### config.mk
export PLATFORM = sky130hd
export DESIGN_NAME = btn_op_select
export DESIGN_NICKNAME = d
export VERILOG_FILES = /design/src/rtl/btn_op_select.sv
export SDC_FILE = /design/constraint.sdc
export NUM_CORES = 1
export LEC_CHECK = 0
export ABC_AREA = 1
export BUFFER_PORTS_ARGS = -buffer_cell sky130_fd_sc_hd__buf_2
export CAP_MARGIN = 20
export CELL_PAD_IN_SITES_DETAIL_PLACEMENT = 1
export CELL_PAD_IN_SITES_GLOBAL_PLACEMENT = 1
export CORE_ASPECT_RATIO = 0.5
export CORE_MARGIN = 4
export CORE_UTILIZATION = 43
export DETAILED_ROUTE_END_ITERATION = 12
export PLACE_DENSITY = 0.83
export SLEW_MARGIN = 20
export SYNTH_ARGS = -nofsm -noshare
export SYNTH_HDL_FRONTEND = slang
export SYNTH_SLANG_ARGS = --single-unit
### constraint.sdc
create_clock -name clk -period 1.5 [get_ports clk]
set_clock_uncertainty 0.2 [all_clocks]
set_input_delay 0.075 -clock clk [delete_from_list [all_inputs] [get_ports clk]]
set_output_delay 0.075 -clock clk [all_outputs]
set_load 0.02 [all_outputs]
### src/rtl/btn_op_select.sv
// ============================================================================
// Module   : btn_op_select
// Purpose  : Debounces five push buttons and turns presses into an op select.
// Revision : 1.0
// ============================================================================
`default_nettype none

module btn_op_select #(
  parameter int DB_CYCLES = 1000000
) (
  input  logic       clk,
  input  logic       clr_n,
  input  logic       btnC,
  input  logic       btnU,
  input  logic       btnD,
  input  logic       btnR,
  input  logic       btnL,
  output logic [2:0] op,
  output logic       op_strobe,
  output logic       held,
  output logic       clr_pulse,
  output logic [4:0] btn_db
);

  localparam int              CW      = $clog2(DB_CYCLES);
  localparam logic [CW-1:0]   CNT_MAX = CW'(DB_CYCLES - 1);

  typedef enum logic [2:0] {
    ST_ADD = 3'd0,
    ST_SUB = 3'd1,
    ST_MUL = 3'd2,
    ST_QUO = 3'd3,
    ST_REM = 3'd4
  } state_t;

  // Bit order everywhere is {C,U,D,R,L}.
  logic [4:0]    btn_raw;
  logic [4:0]    sync1_q;
  logic [4:0]    sync2_q;
  logic [4:0]    db_q;
  logic [4:0]    db_d;
  logic [4:0]    db_prev_q;
  logic [4:0]    press;
  logic [CW-1:0] cnt_q [5];
  logic [CW-1:0] cnt_d [5];
  state_t        state_q;
  state_t        state_d;
  logic          strobe_q;
  logic          strobe_d;
  logic          clr_q;
  logic          clr_d;

  assign btn_raw = {btnC, btnU, btnD, btnR, btnL};

  always_ff @(posedge clk or negedge clr_n) begin
    if (!clr_n) begin
      sync1_q   <= '0;
      sync2_q   <= '0;
      db_q      <= '0;
      db_prev_q <= '0;
      for (int i = 0; i < 5; i++) begin
        cnt_q[i] <= '0;
      end
      state_q   <= ST_ADD;
      strobe_q  <= 1'b0;
      clr_q     <= 1'b0;
    end else begin
      sync1_q   <= btn_raw;
      sync2_q   <= sync1_q;
      db_q      <= db_d;
      db_prev_q <= db_q;
      for (int i = 0; i < 5; i++) begin
        cnt_q[i] <= cnt_d[i];
      end
      state_q   <= state_d;
      strobe_q  <= strobe_d;
      clr_q     <= clr_d;
    end
  end

  // A level is accepted only after DB_CYCLES consecutive disagreeing samples.
  always_comb begin
    db_d = db_q;
    for (int i = 0; i < 5; i++) begin
      cnt_d[i] = '0;
      if (sync2_q[i] != db_q[i]) begin
        if (cnt_q[i] == CNT_MAX) begin
          db_d[i] = sync2_q[i];
        end else begin
          cnt_d[i] = cnt_q[i] + CW'(1);
        end
      end
    end
  end

  assign press = db_q & ~db_prev_q;

  // Simultaneous presses: highest priority wins, the rest are dropped.
  always_comb begin
    state_d  = state_q;
    strobe_d = |press;
    clr_d    = press[4];
    if (press[4]) begin
      state_d = ST_ADD;
    end else if (press[3]) begin
      state_d = ST_SUB;
    end else if (press[2]) begin
      state_d = ST_MUL;
    end else if (press[1]) begin
      state_d = ST_QUO;
    end else if (press[0]) begin
      state_d = ST_REM;
    end
  end

  always_comb begin
    held = 1'b0;
    case (state_q)
      ST_SUB:  held = db_q[3];
      ST_MUL:  held = db_q[2];
      ST_QUO:  held = db_q[1];
      ST_REM:  held = db_q[0];
      default: held = 1'b0;
    endcase
  end

  assign op        = state_q;
  assign op_strobe = strobe_q;
  assign clr_pulse = clr_q;
  assign btn_db    = db_q;

endmodule

`default_nettype wire

==> flow_summary.ini <==
[pwr]
clkPwrFrac_pct = 53.1
p_seq_share_pct = 40.0
comb_power_share_pct = 6.9
internal_power_mw = 6.329
ir_worst_vdd_mv = 0.8393
pwr_density_cell_nw_per_um2 = 862.6
p_leak_nw = 4.198
p_sw_mw = 2.420
sw_frac_of_total_pct = 27.66
finalPower_mw = 8.749

[route]
vias = 7647
drcViolationCount = 0
via_per_inst = 6.486
antenna_left = 0
drtPass1Iterations = 7
wl_per_cell_um = 31.60
wirelength_um = 37260
drt_iter0_drc = 954

[timing]
fin_ws_ps = -411.1
relSlewSlack_pct = 71.13
holdWs_ps = 78.21
rsz0062_at_grt = yes
finalSetupViolations = 109
period_needed_ps = 1911
fmax_mhz = 523.3
worstMarginPinSlew_ps = 430.0
final_max_slew_viol_count = 0
min_period_over_period_pct = 127.4
hold_viol_final = 0

[yosys]
ys_ff_latch = 125
yosys_warnings = 0
syn_nets = 819
syn_area_per_cell_um2 = 8.182
syn_area_um2 = 6603
synth-seq-area-share_pct = 47.38
syn-instance-count = 807
yosys.cell_types.count = 38

[floorplanning]
coreArea_um2 = 14740
die_area_um2 = 17520
io_pins = 18
rows = 31
start_util_pct = 44.80
die_x_um = 183.2
die_h_um = 95.62

[layout]
antenna_cells = 0
fill_cells = 1606
area_delta_synth_final_pct = 53.63
mostFrequentLayoutCell = nor2_1
nNetsFinal = 981
layout_common_cells = nor2_1, nand2_1, dfrtp_1, buf_4, nor2_4
design_area_um2 = 10140
layout-drive-gt1-share_pct = 51.07
final_core_util_pct = 68.82

[clock_network]
path_clk_slew_ps = 70
cts_buffers = 17
root_buffer = clkbuf_16
cts_tree = yes
clk_latency_ps = 460
clock-sinks = 125
htreeDepth = 4
cts_buffer_depth = 2

[placed_design]
dp_slack_ps = -150.4
port_buffers = 17
hpwl_um = 12690
gp_routability_congestion = 0.8635
placement.cell_area_um2 = 7413

[critical_path]
worstSetupPathType = reg2out
reg2reg_slack_ps = -410
crit_arrival_ps = 1640
r2r_end = cnt_q[80]$_DFF_PN0_
critPathCaptureType = output pin
r2r_start = cnt_q[94]$_DFF_PN0_
critical_path.max_fanout = 2
cp.required_ps = 1220
r2r_cells = 8
start_kind = register

[global_routing]
grt_usage_pct = 32.86
antenna_found_initial = 0
grt_pass1_vias = 7405
grt_max_degree = 35
grt_pass1_wl_um = 43760
overflow = 0

[status]
violations = setup timing
outcome = complete, but fails checks

[min_path]
min_to = sync1_q[3]$_DFF_PN0_
hold_depth = 2
hold_class = in2reg
worstHoldStart = btnU

[run]
maxCapViolCount = 0
-- through the flow --
| stage | setup TNS, ps | cells |
|---|---|---|
| after floorplan | 0 | 807 |
| after global placement | -1395 | 1081 |
| after detailed placement | -5203 | 1081 |
| after CTS | -6702 | 1144 |
| after global routing | -28290 | 1179 |
| final | -25170 | 1179 |
-- area by class of cell --
class                   instances  area (um2)  area share (%)
multi-input cells             601        4568           45.04
flip-flops and latches        125        3173           31.28
repair buffers                145        1232           12.15
clock buffers                  18       439.2           4.330
inverters                      79       316.6           3.121
well taps                     198       247.7           2.442
clock inverters                13       166.4           1.641
-- metal layers --
layer | routed length [um] | track usage [%]
met1 | 13230 | 39.41
met2 | 17160 | 56.13
met3 | 4031 | 7.546
met4 | 2846 | 17.22
met5 | 0 | 0
-- what timing repair did --
item / 4_1_cts / 5_1_grt
hold endpoints to repair: 130 / 0
resized for setup: 161 / 250
setup endpoints to repair: 81 / 135
setup buffers: 26 / 41
pin swaps: 65 / 95
hold buffers: 7 / 0
-- sequential cells by signal (all words and copies together), names as in the netlist --
register,flops
btn_db,5
clr_pulse,1
cnt_q,100
db_prev_q,5
op,3
op_strobe,1
sync1_q,5
sync2_q,5
-- cell usage after synthesis, drive strengths merged --
| library cell | count | area [um2] |
|---|---|---|
| buf | 2 | 16.26 |
| a21boi | 1 | 7.510 |
| a21oi | 15 | 86.34 |
| a211oi | 1 | 7.510 |
| nand3 | 79 | 452.9 |
| and3 | 1 | 6.260 |
| inv | 79 | 299.0 |
| nand4 | 15 | 93.84 |
| nand2 | 158 | 655.6 |
| and2 | 2 | 12.51 |
| ha | 5 | 62.56 |
| nand3b | 3 | 22.52 |
| o21bai | 5 | 37.54 |
| xnor2 | 25 | 226.5 |
| nor2 | 236 | 1039 |
| o21ai | 13 | 65.06 |
| o22ai | 1 | 6.260 |
| xor2 | 32 | 295.3 |
| nor3 | 6 | 56.31 |
| nor3b | 2 | 20.02 |
| dfrtp | 125 | 3128 |
| or2 | 1 | 6.260 |
-- logic make-up (layout without fill, tap and decap cells) --
family	after synthesis	count (layout)	synth area share [%]
adders and majority gates	5	5	0.9475
buffers and inverters	81	255	4.775
and+or+nand+nor	503	503	35.82
AOI/OAI and AO/OA	36	36	3.184
xor gates and xnor gates	57	57	7.902
DFF	125	125	47.38
-- power groups by stage --
stage	registers [mW]	clock network (mW)	logic, mW
3_5_place_dp	3.51	0	0.307
6_report	3.50	4.65	0.605
5_1_grt	3.50	4.77	0.626
3_3_place_gp	3.51	0	0.289
2_1_floorplan	3.51	0	0.115
4_1_cts	3.47	4.38	0.411
-- worst max-delay path: stages, from the launching register on --
cell	delay, ps
dfrtp_1	450
inv_2	80
a21oi_2	160
o21ai_2	80
nand2_1	90
nand2_1	70
o21ai_1	80
buf_4	160
-- worst max-delay path by stage --
stage,from,to,slack [ps],cells past startpoint
after floorplan,cnt_q[80]$_DFF_PN0_,cnt_q[85]$_DFF_PN0_,0.6,8
after global placement,cnt_q[80]$_DFF_PN0_,cnt_q[83]$_DFF_PN0_,-70,8
after detailed placement,cnt_q[80]$_DFF_PN0_,cnt_q[94]$_DFF_PN0_,-150,8
after CTS,btn_db[1]$_DFFE_PN0P_,held,-270,7
after global routing,btn_db[1]$_DFFE_PN0P_,held,-460,7
final,btn_db[1]$_DFFE_PN0P_,held,-410,7
No activity file was read; power rests on OpenSTA's default activity.
